[src/rtl/chip8_keypad_scanner_if.sv]
// Keypad pin signals and core-facing key reporting of the CHIP-8 keypad scanner.
// The master side is the scanner. The slave side is the board pins plus the execution unit.
interface chip8_keypad_scanner_if #(
    parameter int NUM_ROWS = 4,
    parameter int NUM_COLS = 4
);
    localparam int NUM_KEYS = NUM_ROWS * NUM_COLS;
    localparam int KEY_W    = $clog2(NUM_KEYS);

    logic [NUM_ROWS-1:0] row_in;
    logic [NUM_COLS-1:0] col_out;
    logic [NUM_KEYS-1:0] key_state_out;
    logic [KEY_W-1:0]    any_key_out;
    logic                valid_key_out;
    logic                press_valid_out;
    logic [KEY_W-1:0]    press_key_out;
    logic                scan_done_out;

    modport master (
        input  row_in,
        output col_out, key_state_out, any_key_out, valid_key_out,
        output press_valid_out, press_key_out, scan_done_out
    );

    modport slave (
        output row_in,
        input  col_out, key_state_out, any_key_out, valid_key_out,
        input  press_valid_out, press_key_out, scan_done_out
    );
endinterface

[src/rtl/chip8_keypad_scanner.sv]
// Matrix keypad scanner: walks one active-low column at a time, samples the rows,
// debounces whole-scan bitmaps and reports held keys plus one-cycle press events.
module chip8_keypad_scanner #(
    parameter int NUM_ROWS       = 4,
    parameter int NUM_COLS       = 4,
    parameter int SETTLE_CYCLES  = 4,
    parameter int DEBOUNCE_SCANS = 3
) (
    input  logic                   clk_in,
    input  logic                   rst_in,
    chip8_keypad_scanner_if.master kp
);
    localparam int NUM_KEYS = NUM_ROWS * NUM_COLS;
    localparam int KEY_W    = $clog2(NUM_KEYS);
    localparam int COL_W    = (NUM_COLS > 1) ? $clog2(NUM_COLS) : 1;
    localparam int SET_W    = $clog2(SETTLE_CYCLES + 1);
    localparam int CNT_W    = $clog2(DEBOUNCE_SCANS + 1);
    localparam logic [CNT_W-1:0] CNT_MAX  = CNT_W'(DEBOUNCE_SCANS);
    localparam logic [SET_W-1:0] SET_LAST = SET_W'(SETTLE_CYCLES - 1);
    localparam logic [COL_W-1:0] COL_LAST = COL_W'(NUM_COLS - 1);

    typedef enum logic [1:0] {DRIVE, SETTLE, SAMPLE, COMMIT} state_t;

    state_t              state;
    logic [COL_W-1:0]    col_idx;
    logic [SET_W-1:0]    settle_cnt;
    logic [CNT_W-1:0]    deb_cnt;
    logic [CNT_W-1:0]    cnt_next;
    logic [NUM_ROWS-1:0] row_meta;
    logic [NUM_ROWS-1:0] row_sync;
    logic [NUM_KEYS-1:0] raw;
    logic [NUM_KEYS-1:0] prev_raw;
    logic [NUM_KEYS-1:0] raw_sampled;
    logic [NUM_KEYS-1:0] new_keys;

    function automatic logic [KEY_W-1:0] lowest_index(input logic [NUM_KEYS-1:0] v);
        logic [KEY_W-1:0] idx;
        idx = '0;
        for (int k = NUM_KEYS - 1; k >= 0; k--)
            if (v[k]) idx = KEY_W'(k);
        return idx;
    endfunction

    always_ff @(posedge clk_in) begin
        if (rst_in) begin
            row_meta <= '1;
            row_sync <= '1;
        end else begin
            row_meta <= kp.row_in;
            row_sync <= row_meta;
        end
    end

    // Rows are active-low, so a 0 on row r while column c is driven means key r*NUM_COLS+c is down.
    always_comb begin
        raw_sampled = raw;
        for (int r = 0; r < NUM_ROWS; r++)
            for (int c = 0; c < NUM_COLS; c++)
                if (COL_W'(c) == col_idx) raw_sampled[r*NUM_COLS + c] = ~row_sync[r];
    end

    always_comb begin
        if (raw != prev_raw)      cnt_next = CNT_W'(1);
        else if (deb_cnt == CNT_MAX) cnt_next = CNT_MAX;
        else                      cnt_next = deb_cnt + CNT_W'(1);
    end

    assign new_keys = raw & ~kp.key_state_out;

    // The last column stays driven through COMMIT, so it is low one cycle longer than the others.
    always_ff @(posedge clk_in) begin
        if (rst_in) begin
            state              <= DRIVE;
            col_idx            <= '0;
            settle_cnt         <= '0;
            deb_cnt            <= '0;
            raw                <= '0;
            prev_raw           <= '0;
            kp.col_out         <= '1;
            kp.key_state_out   <= '0;
            kp.any_key_out     <= '0;
            kp.valid_key_out   <= 1'b0;
            kp.press_valid_out <= 1'b0;
            kp.press_key_out   <= '0;
            kp.scan_done_out   <= 1'b0;
        end else begin
            kp.press_valid_out <= 1'b0;
            kp.scan_done_out   <= 1'b0;
            kp.any_key_out     <= lowest_index(kp.key_state_out);
            kp.valid_key_out   <= $onehot(kp.key_state_out);
            case (state)
                DRIVE: begin
                    kp.col_out <= ~(NUM_COLS'(1) << col_idx);
                    settle_cnt <= '0;
                    state      <= SETTLE;
                end
                SETTLE: begin
                    settle_cnt <= settle_cnt + SET_W'(1);
                    if (settle_cnt == SET_LAST) state <= SAMPLE;
                end
                SAMPLE: begin
                    raw <= raw_sampled;
                    if (col_idx == COL_LAST) begin
                        col_idx          <= '0;
                        kp.scan_done_out <= 1'b1;
                        state            <= COMMIT;
                    end else begin
                        col_idx <= col_idx + COL_W'(1);
                        state   <= DRIVE;
                    end
                end
                COMMIT: begin
                    deb_cnt  <= cnt_next;
                    prev_raw <= raw;
                    if (cnt_next == CNT_MAX) begin
                        kp.key_state_out <= raw;
                        if (new_keys != '0) begin
                            kp.press_valid_out <= 1'b1;
                            kp.press_key_out   <= lowest_index(new_keys);
                        end
                    end
                    state <= DRIVE;
                end
                default: state <= DRIVE;
            endcase
        end
    end
endmodule

[src/flat_wrapper.sv]
// flat-port wrapper written by rule: the top's interface ports become plain ports
module chip8_keypad_scanner_flat 
#(
    parameter int NUM_ROWS       = 4,
    parameter int NUM_COLS       = 4,
    parameter int SETTLE_CYCLES  = 4,
    parameter int DEBOUNCE_SCANS = 3
)
  (clk_in, rst_in, kp_row_in, kp_col_out, kp_key_state_out, kp_any_key_out, kp_valid_key_out, kp_press_valid_out, kp_press_key_out, kp_scan_done_out);
  chip8_keypad_scanner_if #(.NUM_ROWS(NUM_ROWS), .NUM_COLS(NUM_COLS)) kp_i ();
  input  logic clk_in;
  input  logic rst_in;
  input wire logic [$bits(kp_i.row_in)-1:0] kp_row_in;
  output wire logic [$bits(kp_i.col_out)-1:0] kp_col_out;
  output wire logic [$bits(kp_i.key_state_out)-1:0] kp_key_state_out;
  output wire logic [$bits(kp_i.any_key_out)-1:0] kp_any_key_out;
  output wire logic [$bits(kp_i.valid_key_out)-1:0] kp_valid_key_out;
  output wire logic [$bits(kp_i.press_valid_out)-1:0] kp_press_valid_out;
  output wire logic [$bits(kp_i.press_key_out)-1:0] kp_press_key_out;
  output wire logic [$bits(kp_i.scan_done_out)-1:0] kp_scan_done_out;
  assign kp_i.row_in = kp_row_in;
  assign kp_col_out = kp_i.col_out;
  assign kp_key_state_out = kp_i.key_state_out;
  assign kp_any_key_out = kp_i.any_key_out;
  assign kp_valid_key_out = kp_i.valid_key_out;
  assign kp_press_valid_out = kp_i.press_valid_out;
  assign kp_press_key_out = kp_i.press_key_out;
  assign kp_scan_done_out = kp_i.scan_done_out;
  chip8_keypad_scanner #(.NUM_ROWS(NUM_ROWS), .NUM_COLS(NUM_COLS), .SETTLE_CYCLES(SETTLE_CYCLES), .DEBOUNCE_SCANS(DEBOUNCE_SCANS)) u_core (.clk_in(clk_in), .rst_in(rst_in), .kp(kp_i));
endmodule
[config.mk]
export PLATFORM = sky130hd
export DESIGN_NAME = chip8_keypad_scanner_flat
export DESIGN_NICKNAME = d
export VERILOG_FILES = /design/src/rtl/chip8_keypad_scanner_if.sv /design/src/rtl/chip8_keypad_scanner.sv /design/src/flat_wrapper.sv
export SDC_FILE = /design/constraint.sdc
export NUM_CORES = 1
export LEC_CHECK = 0
export CELL_PAD_IN_SITES_DETAIL_PLACEMENT = 2
export CELL_PAD_IN_SITES_GLOBAL_PLACEMENT = 2
export CORE_MARGIN = 5
export CORE_UTILIZATION = 25
export CTS_CLUSTER_DIAMETER = 40
export DETAILED_ROUTE_END_ITERATION = 8
export MAX_ROUTING_LAYER = met4
export PLACE_DENSITY = 0.6
export SYNTH_ARGS = -nofsm -noshare
export SYNTH_HDL_FRONTEND = slang
export SYNTH_SLANG_ARGS = --single-unit
[constraint.sdc]
create_clock -name clk_in -period 4.1 [get_ports clk_in]
set_input_delay 0.82 -clock clk_in [delete_from_list [all_inputs] [get_ports clk_in]]
set_output_delay 0.82 -clock clk_in [all_outputs]
set_load 0.02 [all_outputs]
Word-level counts from Yosys, hierarchy flattened. Cells that the tools add are included.

Register bits after elaboration: 80.

Reduce and logical (&&, ||, !) cells: 16. Add/sub/neg operators: 18. Eq/ne operators: 13. Shift operators: 1. Muxes and demuxes: 40. Bitwise operators: 10.

Operators with widths (number): 4-bit 2-to-1 mux (24); 5-bit adder (7); 1-bit by 1-bit adder with 2-bit output (8); 16-bit bitwise AND (1); 16-bit != test (1); 16-bit inverter (1); 16-bit nonzero test (1); 2-bit 2-to-1 mux (7); 3-bit 2-to-1 mux (4); 2-bit equality test (second input constant) (5); 2-bit AND reduction (5); 9-bit OR reduction (1); 2-bit case mux with 4 select lines (1); 1-bit inverter (7); 3-bit case mux with 2 select lines (1); 3-bit OR reduction (2); 5-bit by 1-bit equality test with 1-bit output (second input constant) (1); 5-bit OR reduction (1); 2-bit by 1-bit adder with 2-bit output (second input constant) (2); 2-bit equality test (first input constant) (2); 2-bit logical NOT (2); 4-bit inverter (1); 2-bit OR reduction (2); 1-bit by 2-bit << shifter with 4-bit output (first input constant) (1); other kinds (8) (10).

Logic depth before layout (Yosys ltp). Gate-level depths: netlist of the first run.

Depth after elaboration: 18. Mapped depth: 14.

Worst setup path before layout of the first run. No wires, ideal clock.

Kind: register to register. From: register u_core.kp.key_state_out[1]. To: register u_core.kp.valid_key_out. Setup slack: 0.175 ns. Required time: 4.040 ns. Clock period less this slack: 3.925 ns. Cell stages (with the launch flop): 12. Arrival: 3.865 ns. Path buffers: 0. Cells stage by stage: dfxtp_1 ha_1 inv_1 fa_1 fa_1 fa_1 inv_1 fa_1 ha_1 fa_1 nor4b_1 and3_1.

Word-level cells in the longest chain between the ends: 5.

Ends and longest elaborated chain: from (decl) (line chip8_keypad_scanner_if.sv:21) `output col_out, key_state_out, any_key_out, valid_key_out,`; from (signal assigned) (line chip8_keypad_scanner.sv:116) `kp.key_state_out <= raw;`; 1-bit by 1-bit adder with 2-bit output (not written as such) (line chip8_keypad_scanner.sv:90) `kp.valid_key_out <= $onehot(kp.key_state_out);`; 5-bit adder (not written as such) (3 in series) (line chip8_keypad_scanner.sv:90); 5-bit by 1-bit equality test with 1-bit output (line chip8_keypad_scanner.sv:90); to (signal assigned) (line chip8_keypad_scanner.sv:90); to (decl) (line chip8_keypad_scanner_if.sv:21).

No other way between the ends. A chain may end at the register's enable or synchronous reset.

Worst setup path after layout of the first run.
From: register u_core.kp.key_state_out[0]. To: register u_core.kp.valid_key_out.

The elaborated chain is that of the path after synthesis.

==> impl_metrics.toml, run 1 <==
[floorplanning]
die_w_um = 135
die_h_um = 135
initial_utilization_pct = 25.6
coreArea_um2 = 15300
row_count = 45
dieArea_um2 = 18200
io_pins = 37

[finish]
antennaDiodeCount = 0
final_core_util_pct = 32.1
final.fill_count = 1683
layout.cells.non_filler = 697
drive_above_1_share_pct = 9.88
stdcell_area_um2 = 4900
syn_to_final_growth_pct = 25.4
nNetsFinal = 521

[routing]
finalWirelength_um = 11500
drtAntennaViolNets = 0
vias = 3185
firstDrtPassIters = 4
drt_iter0_drc = 114
drc_errors = 0
viasPerCell = 4.57
wire_per_inst_um = 16.5

[placed_design]
placed_area_um2 = 4560
numPortBuffers = 36
dp.final_hpwl_um = 8880
gp_congestion = 0.757
place_inst = 683
place_ws_ns = 0.191

[critical_path]
crit_path_top_delay_cell = "fa_1"
cp_num_buf_inv = 2
end_kind = "flip-flop"
crit_fanout = 2
crit_family = "adder cells"
max_stage_delay_ns = 0.54
crit_chain = "ha_1 -> inv_1 -> fa_1 -> fa_1 -> fa_1 -> inv_1 -> fa_1 -> ha_1 -> fa_1 -> nor4b_1 -> and3_1"
crit_type = "reg -> reg"
cp_num_cells = 11
r2r.worst_path.cells = 11
arrival_ns = 4.14
start_kind = "flip-flop"
path_common_cell = "fa_1"
crit_required_ns = 4.39

[logic_synthesis]
synthesis.nets = 477
ys_seq_area_share_pct = 41.0
synth_top_area_share_pct = 41.0
synth_cell_types = 51
synthCells = 439
synth.area.top_cells = "dfxtp_1 41%, ha_1 6.7%, fa_1 5.6%"
synth_edf_count = 0
avgSynthCellArea_um2 = 8.91
synth_commonest_cells = "80 x dfxtp_1, 55 x nor2_1, 45 x nand2_1"
synth_flop_cell = "dfxtp_1"
synth.ff_latch_count = 80
synth_area_leader_cell = "dfxtp_1"
synth.most_common_cell = "dfxtp_1"
netlist_area_um2 = 3910
yosys_warnings = 0
synth-async-reset-ratio_pct = 0

[global_route]
grt_max_degree = 46
grt_pass1_wl_um = 18700
grt.total_usage_pct = 13.8
overflow = 0
antenna_found_initial = 0
grt_pass1_vias = 3389

[clock_network]
numCtsBuffers = 9
clockRootBuffer = "clkbuf_16"
holdBufCountCts = 0
cts_sinks = 80
cts_resized = 0
htree_levels = 3
insertion_delay_ns = 0.35
clk_path_buf_depth = 2
clkTransAtPathRegs_ns = 0.06
tritoncts = "yes"
post_cts.repair.setup_buffers = 0

[hold_path]
hold_depth = 1
hold_class = "reg -> reg"

[power]
clkPwrFrac_pct = 53.3
powerDensity_nw_per_um2 = 363
p_sw_w = 0.000357
p_leak_nw = 1.93
p_int_w = 0.00142
p_seq_share_pct = 44.5
vdd_drop_max_mv = 0.198
p_comb_share_pct = 2.3
swShare_pct = 20.1

[sta]
hold_viol = 0
slew_headroom_pct = 56.5
setup_tns_ns = 0
period_minus_slack_ns = 3.85
tightest_slew_ns = 0.650
clock_skew_ns = 0.00431
rsz0062_at_grt = "false"
finalSetupViolCount = 0
setup_slack_ns = 0.248
fmax_mhz = 260
finalMaxSlewViolations = 0
post-route-period-util_pct = 94.0

[flow_run]
max_cap_violations = 0

[status]
status = "complete, no violations"
worst paths after layout:
| check | startpoint | slack, ns | end |
|---|---|---|---|
| max | u_core.kp.key_state_out[0]$_SDFFE_PP0P_ | 0.25 | u_core.kp.valid_key_out$_SDFF_PP0_ |
| min reg2reg | u_core.row_meta[2]$_SDFF_PP1_ | 0.41 | u_core.row_sync[2]$_SDFF_PP1_ |
| min | u_core.row_meta[2]$_SDFF_PP1_ | 0.41 | u_core.row_sync[2]$_SDFF_PP1_ |
| max reg2reg | u_core.kp.key_state_out[0]$_SDFFE_PP0P_ | 0.25 | u_core.kp.valid_key_out$_SDFF_PP0_ |
stage by stage:
| step | power [W] | hold slack, ns |
|---|---|---|
| 2_1_floorplan | 0.000831 | 0.389 |
| 3_3_place_gp | 0.000848 | 0.396 |
| 3_5_place_dp | 0.000850 | 0.401 |
| 4_1_cts | 0.00181 | 0.416 |
| 5_1_grt | 0.00185 | 0.425 |
| 6_report | 0.00178 | 0.410 |
placed cells by master, fill, tap and decap left out, types with 3 or more instances in the layout:
cell type / synthesis / layout
a21oi_1: 32 / 32
nand2b_1: 12 / 12
nor4_1: 4 / 4
clkdlybuf4s50_1: 0 / 35
nor2b_1: 7 / 7
o21ai_1: 6 / 6
ha_1: 21 / 21
o211ai_1: 4 / 4
xor2_1: 15 / 15
inv_1: 36 / 36
bufinv_16: 0 / 3
nor2_1: 55 / 55
and2_0: 4 / 4
a311oi_1: 3 / 3
nor3_1: 5 / 5
dfxtp_1: 80 / 80
nand2_1: 45 / 45
or2_2: 9 / 9
clkbuf_16: 0 / 9
buf_4: 0 / 17
a211oi_1: 17 / 17
mux2i_1: 17 / 17
nand3_1: 3 / 3
fa_1: 11 / 11
power by group through the flow:
| stage | combinational (W) | sequential [W] | clock (W) |
|---|---|---|---|
| 2_1_floorplan | 0.0000223 | 0.000809 | 0 |
| 3_3_place_gp | 0.0000404 | 0.000808 | 0 |
| 3_5_place_dp | 0.0000419 | 0.000808 | 0 |
| 4_1_cts | 0.0000419 | 0.000791 | 0.000979 |
| 5_1_grt | 0.0000455 | 0.000791 | 0.00101 |
| 6_report | 0.0000407 | 0.000791 | 0.000948 |
flip-flops by register name, summed over array words and instances (netlist names), 3 cells and up:
name and flops:
u_core.raw 16, u_core.kp.press_key_out 4, u_core.row_meta 4, u_core.prev_raw 16
u_core.row_sync 4, u_core.settle_cnt 3, u_core.kp.any_key_out 4, u_core.kp.key_state_out 16
u_core.kp.col_out 4
layout make-up:
type	count	area, um2	area share, %
Tap cell	211	264	5.38
Sequential cell	80	1600	32.7
Clock buffer	11	253	5.15
Clock inverter	3	90.1	1.84
Inverter	37	139	2.83
Multi-Input combinational cell	302	2070	42.3
Timing Repair Buffer	53	483	9.85
worst reg2reg max path: stages (launching register included):
cell and delay (ns):
dfxtp_1 0.31, ha_1 0.28, inv_1 0.06, fa_1 0.45, fa_1 0.50, fa_1 0.54
inv_1 0.05, fa_1 0.47, ha_1 0.24, fa_1 0.44, nor4b_1 0.26, and3_1 0.18
layer usage:
| layer | GRT usage [%] | up-vias | wire length [um] |
|---|---|---|---|
| met3 | 2.76 | 17 | 296 |
| met1 | 17.5 | 1577 | 5570 |
| li1 | - | 1556 | - |
| met4 | 5.21 | 0 | 224 |
| met5 | - | - | 0 |
| met2 | 21.7 | 35 | 5400 |
kinds of logic (layout without fill, tap and decap cells):
logic type / Yosys count / count (layout) / synth area share [%]
AOI/OAI and AO/OA: 77 / 77 / 12.7
DFF: 80 / 80 / 41.0
xor gates and xnor gates: 16 / 16 / 3.58
and+or+nand+nor: 159 / 159 / 19.6
buffers and inverters: 57 / 104 / 6.14
adders and majority gates: 32 / 32 / 12.4
muxes: 18 / 18 / 4.64
(Power assumes the default switching activity.)
==> inputs of run 2 (changes only) <==
--- a/config.mk
+++ b/config.mk
@@ -11,6 +11,7 @@
 export CORE_UTILIZATION = 25
 export CTS_CLUSTER_DIAMETER = 40
 export DETAILED_ROUTE_END_ITERATION = 8
+export GPL_TIMING_DRIVEN = 1
 export MAX_ROUTING_LAYER = met4
 export PLACE_DENSITY = 0.6
 export SYNTH_ARGS = -nofsm -noshare
==> results of run 2 <==
The final DEF is identical to that of run 1; final timing and power are the same.
==> inputs of run 3 (changes only) <==
--- a/config.mk
+++ b/config.mk
@@ -11,6 +11,7 @@
 export CORE_UTILIZATION = 25
 export CTS_CLUSTER_DIAMETER = 40
 export DETAILED_ROUTE_END_ITERATION = 8
+export GPL_ROUTABILITY_DRIVEN = 0
 export GPL_TIMING_DRIVEN = 1
 export MAX_ROUTING_LAYER = met4
 export PLACE_DENSITY = 0.6
==> results of run 3 <==
The final DEF is identical to that of run 1; final timing and power are the same.
